==> src/rtl/button_debounce.sv <==
// button_debounce: turns a raw, bouncing button or switch pin into a clean
// registered level (button_clean) plus a one-cycle press strobe (button_press).
// Build option: define DEBOUNCE_ACTIVE_LOW_EN to invert the pin before the
// synchroniser, for active-low board KEYs. The default build is active-high.
module button_debounce #(
  parameter int DEBOUNCE_CYCLES = 2500000,
  parameter int SYNC_STAGES     = 2
) (
  input  logic clk,
  input  logic reset,
  input  logic button_raw,
  output logic button_clean,
  output logic button_press
);

  localparam int CNT_W = $clog2(DEBOUNCE_CYCLES + 1);
  localparam logic [CNT_W-1:0] CNT_ZERO = '0;
  localparam logic [CNT_W-1:0] CNT_ONE  = CNT_W'(1);
  localparam logic [CNT_W-1:0] CNT_LAST = CNT_W'(DEBOUNCE_CYCLES - 1);

  typedef enum logic [1:0] {
    STABLE_LOW  = 2'd0,
    WAIT_HIGH   = 2'd1,
    STABLE_HIGH = 2'd2,
    WAIT_LOW    = 2'd3
  } state_t;

  logic                   raw_logical;
  logic [SYNC_STAGES-1:0] sync_q;
  logic [SYNC_STAGES-1:0] sync_d;
  logic                   s;
  state_t                 state_q;
  state_t                 state_d;
  logic [CNT_W-1:0]       cnt_q;
  logic [CNT_W-1:0]       cnt_d;
  logic                   clean_q;
  logic                   clean_d;
  logic                   press_q;
  logic                   press_d;

`ifdef DEBOUNCE_ACTIVE_LOW_EN
  assign raw_logical = ~button_raw;
`else
  assign raw_logical = button_raw;
`endif

  assign s = sync_q[SYNC_STAGES-1];

  // Synchroniser chain: shift the logical pin level one stage per clock.
  always_comb begin
    sync_d = {sync_q[SYNC_STAGES-2:0], raw_logical};
  end

  // Stability FSM: a new level must be seen on s for DEBOUNCE_CYCLES cycles in a row.
  always_comb begin
    state_d = state_q;
    cnt_d   = cnt_q;
    clean_d = clean_q;
    press_d = 1'b0;
    case (state_q)
      STABLE_LOW: begin
        if (s) begin
          state_d = WAIT_HIGH;
          cnt_d   = CNT_ONE;
        end else begin
          cnt_d   = CNT_ZERO;
        end
      end
      WAIT_HIGH: begin
        if (!s) begin
          state_d = STABLE_LOW;
          cnt_d   = CNT_ZERO;
        end else if (cnt_q == CNT_LAST) begin
          state_d = STABLE_HIGH;
          cnt_d   = CNT_ZERO;
          clean_d = 1'b1;
          press_d = 1'b1;
        end else begin
          cnt_d   = cnt_q + CNT_ONE;
        end
      end
      STABLE_HIGH: begin
        if (!s) begin
          state_d = WAIT_LOW;
          cnt_d   = CNT_ONE;
        end else begin
          cnt_d   = CNT_ZERO;
        end
      end
      WAIT_LOW: begin
        if (s) begin
          state_d = STABLE_HIGH;
          cnt_d   = CNT_ZERO;
        end else if (cnt_q == CNT_LAST) begin
          state_d = STABLE_LOW;
          cnt_d   = CNT_ZERO;
          clean_d = 1'b0;
        end else begin
          cnt_d   = cnt_q + CNT_ONE;
        end
      end
      default: begin
        state_d = STABLE_LOW;
        cnt_d   = CNT_ZERO;
        clean_d = 1'b0;
      end
    endcase
  end

  // State, counter, synchroniser and output registers; reset wins over everything.
  always_ff @(posedge clk) begin
    if (reset) begin
      sync_q  <= '0;
      state_q <= STABLE_LOW;
      cnt_q   <= CNT_ZERO;
      clean_q <= 1'b0;
      press_q <= 1'b0;
    end else begin
      sync_q  <= sync_d;
      state_q <= state_d;
      cnt_q   <= cnt_d;
      clean_q <= clean_d;
      press_q <= press_d;
    end
  end

  assign button_clean = clean_q;
  assign button_press = press_q;

endmodule

==> config.mk <==
export PLATFORM = sky130hd
export DESIGN_NAME = button_debounce
export DESIGN_NICKNAME = d
export VERILOG_FILES = /design/src/rtl/button_debounce.sv
export SDC_FILE = /design/constraint.sdc
export NUM_CORES = 1
export LEC_CHECK = 0
export ABC_AREA = 1
export CORE_MARGIN = 8
export CORE_UTILIZATION = 40
export CTS_CLUSTER_SIZE = 16
export DETAILED_ROUTE_END_ITERATION = 12
export PLACE_DENSITY = 0.64
export RECOVER_POWER = 100
export SYNTH_ARGS = -nofsm -noshare
export SYNTH_HDL_FRONTEND = slang
export SYNTH_SLANG_ARGS = --single-unit
==> constraint.sdc <==
create_clock -name clk -period 2.4 [get_ports clk]
set_clock_uncertainty 0.15 [all_clocks]
set_input_delay 0.6 -clock clk [delete_from_list [all_inputs] [get_ports clk]]
set_output_delay 0.6 -clock clk [all_outputs]
set_load 0.02 [all_outputs]
==> flow_summary.ini <==
[synthesis]
synth_area_leaders = dfxtp_1, nor2_1, nand2_1
async_reset_ff_frac = 0
synth_ff_type = dfxtp_1
yosysWarningCount = 0
avgSynthCellArea_um2 = 6.993
yosysSeqAreaShare = 0.3968
yosysTopAreaCellShare = 0.3968
synth_most_common_cell = nor2_1
syn_inst = 202
synth_nets = 206
synth_area_mm2 = 0.001413
ys_ff_latch = 28
yosys-top-cells-count = nor2_1, nand2_1, dfxtp_1
synth-edff-count = 0
synth_cell_types = 23
synth_top_area_cell = dfxtp_1

[floorplanning]
die_h_um = 75.43
boundaryPins = 5
row_count = 21
initial_utilization = 0.4200
coreArea_mm2 = 0.003363
fp.dieW_um = 75.43
design.die.area_mm2 = 0.005689

[routing]
first_iter_violations = 63
antenna_left = 0
routed_wl_mm = 2.635
vias = 1186
drtPass1Iterations = 4
drt-wirelength-per-cell_um = 10.33
via_per_inst = 4.651
drc = 0

[cts]
cts.path.max_buffers = 2
cts_inserted_buffers = 3
clk_latency_ns = 0.33
cts.clk_slew.worst_paths_ns = 0.14
cts_tree = done
cts.sinks = 28
cts_setup_buffers = 0
cts_root_buf = clkbuf_4
cts_hold_buffers = 0
h-tree-depth = 1
cts_resized = 0

[power_and_ir_drop]
vdd_ir_drop_max_uv = 157.3
p_leak_nw = 0.5125
power_density_mw_per_mm2 = 473.0

[worst_setup_path]
crit_path_max_incr_delay_ns = 0.68
crit_chain = dlygate4sd3_1
cp-start-kind = flip-flop
cp_slowest_cell = dlygate4sd3_1
cp_top_family = buffers and inverters
critPathKind = flip-flop to output port
crit_arrival_ns = 1.36
critPathMaxFanout = 2
required_ns = 1.65
end_kind = output port
cp_num_buf_inv = 1

[sta]
finalSetupTns_ns = 0
fin_crit_ns = 2.110
fmax_ghz = 0.4740
final.period_utilization = 0.8791
slew_headroom = 0.7172
rsz0062_at_grt = no
finalMaxSlewViolations = 0
finalSetupViolCount = 0
holdWs_ns = 0.2626
finalHoldViolCount = 0
final.setup.worst_slack_ns = 0.2901
tightest_slew_ns = 0.4210

[place]
port_buffers = 4
place_congestion = 0.8858
hpwlAfterDp_mm = 2.067
dp_slack_ns = 0.4388

[global_routing]
antenna_found_initial = 0
grt_usage = 0.1078
grt_pass1_wl_mm = 4.816
grt_max_degree = 21
grt_overflow = 0
grt_pass1_vias = 1142

[final_layout]
n_fill_cell = 385
syn_to_final_growth_pct = 7.971
n_antenna_cell = 0
drive_gt1_frac = 0.09569
nets = 214

[hold_path]
hold_class = flip-flop to flip-flop

[status]
status = finished, final reports clean

[run]
maxCapViolations = 0
==> tightest hold or removal path: cells and delay by family, from the launching register on <==
family / cells / cell delay (ns)
buffers and inverters: 1 / 0.04
DFF: 1 / 0.32
and+or+nand+nor: 1 / 0.03
==> cell usage in the layout (no fill, tap or decap) <==
| cell | synthesis | routed |
|---|---|---|
| nor2_2 | 5 | 5 |
| dfxtp_1 | 28 | 28 |
| nor3_1 | 2 | 2 |
| nand2_1 | 44 | 44 |
| inv_1 | 22 | 23 |
| nor2_1 | 49 | 49 |
| nand3_1 | 8 | 10 |
| o21ai_0 | 1 | 1 |
| nand3_2 | 3 | 1 |
| inv_2 | 2 | 1 |
| clkdlybuf4s50_1 | 0 | 1 |
| xor2_1 | 8 | 8 |
| clkbuf_4 | 0 | 3 |
| o22ai_1 | 1 | 1 |
| nor3_2 | 3 | 3 |
| clkbuf_8 | 0 | 1 |
| xnor2_1 | 4 | 4 |
| buf_4 | 1 | 1 |
| nor3b_1 | 3 | 3 |
| dlygate4sd3_1 | 0 | 3 |
| nand2_2 | 4 | 4 |
| nor2_4 | 1 | 1 |
| ha_1 | 1 | 1 |
| nand4_1 | 6 | 6 |
| a21oi_1 | 4 | 4 |
| o211ai_1 | 1 | 1 |
==> area by class of cell <==
| type | instances | area [µm²] | share of cell area |
|---|---|---|---|
| Tap cell | 46 | 57.56 | 0.03774 |
| Multi-Input combinational cell | 148 | 733.2 | 0.4807 |
| Timing Repair Buffer | 5 | 47.55 | 0.03117 |
| Inverter | 24 | 90.09 | 0.05906 |
| Sequential cell | 28 | 560.5 | 0.3675 |
| Clock buffer | 4 | 36.28 | 0.02379 |
==> registers in the layout (all words and copies together) (netlist names), named ones only <==
signal,cells
button_clean,1
sync_q,2
button_press,1
state_q,1
cnt_q,22
==> final timing paths <==
check	from	endpoint	slack (ns)	depth (start not counted)
setup / recovery	button_clean	button_clean	0.29	1
hold / removal	sync_q[0]	sync_q[1]	0.26	2
setup reg to reg	cnt_q[1]	cnt_q[17]	0.35	9
hold reg to reg	sync_q[0]	sync_q[1]	0.26	2
==> cell families after synthesis <==
family                     after synthesis  synth area share
and+or+nand+nor                        128            0.4154
buffers and inverters                   26           0.07706
xor gates and xnor gates                12           0.07440
DFF                                     28            0.3968
adders and majority gates                1          0.008856
AOI/OAI and AO/OA                        7           0.02746
==> per-stage QoR <==
stage	instances	instance area, µm²	utilization	total power, mW
6_report	255	1525	0.4535	0.7214
5_1_grt	255	1525	0.4535	0.7519
4_1_cts	255	1535	0.4565	0.7294
3_5_place_dp	251	1499	0.4457	0.4997
3_3_place_gp	251	1499	0.4457	0.4998
2_1_floorplan	202	1413	-	0.4934
==> power by group <==
part           leakage [nW]  switching, mW  internal [mW]
logic                 0.265        0.00980        0.00715
clock network        0.0210          0.139         0.0929
registers             0.226        0.00296          0.469
==> metal layers <==
layer | vias to the layer above | part of all wire | global-route usage
met5 | - | 0 | 0
met4 | 0 | 0.018 | 0.05117
met3 | 4 | 0.017 | 0.02105
met2 | 7 | 0.45 | 0.1735
met1 | 532 | 0.52 | 0.1343
li1 | 643 | - | -
No activity file was read; power rests on OpenSTA's default activity.
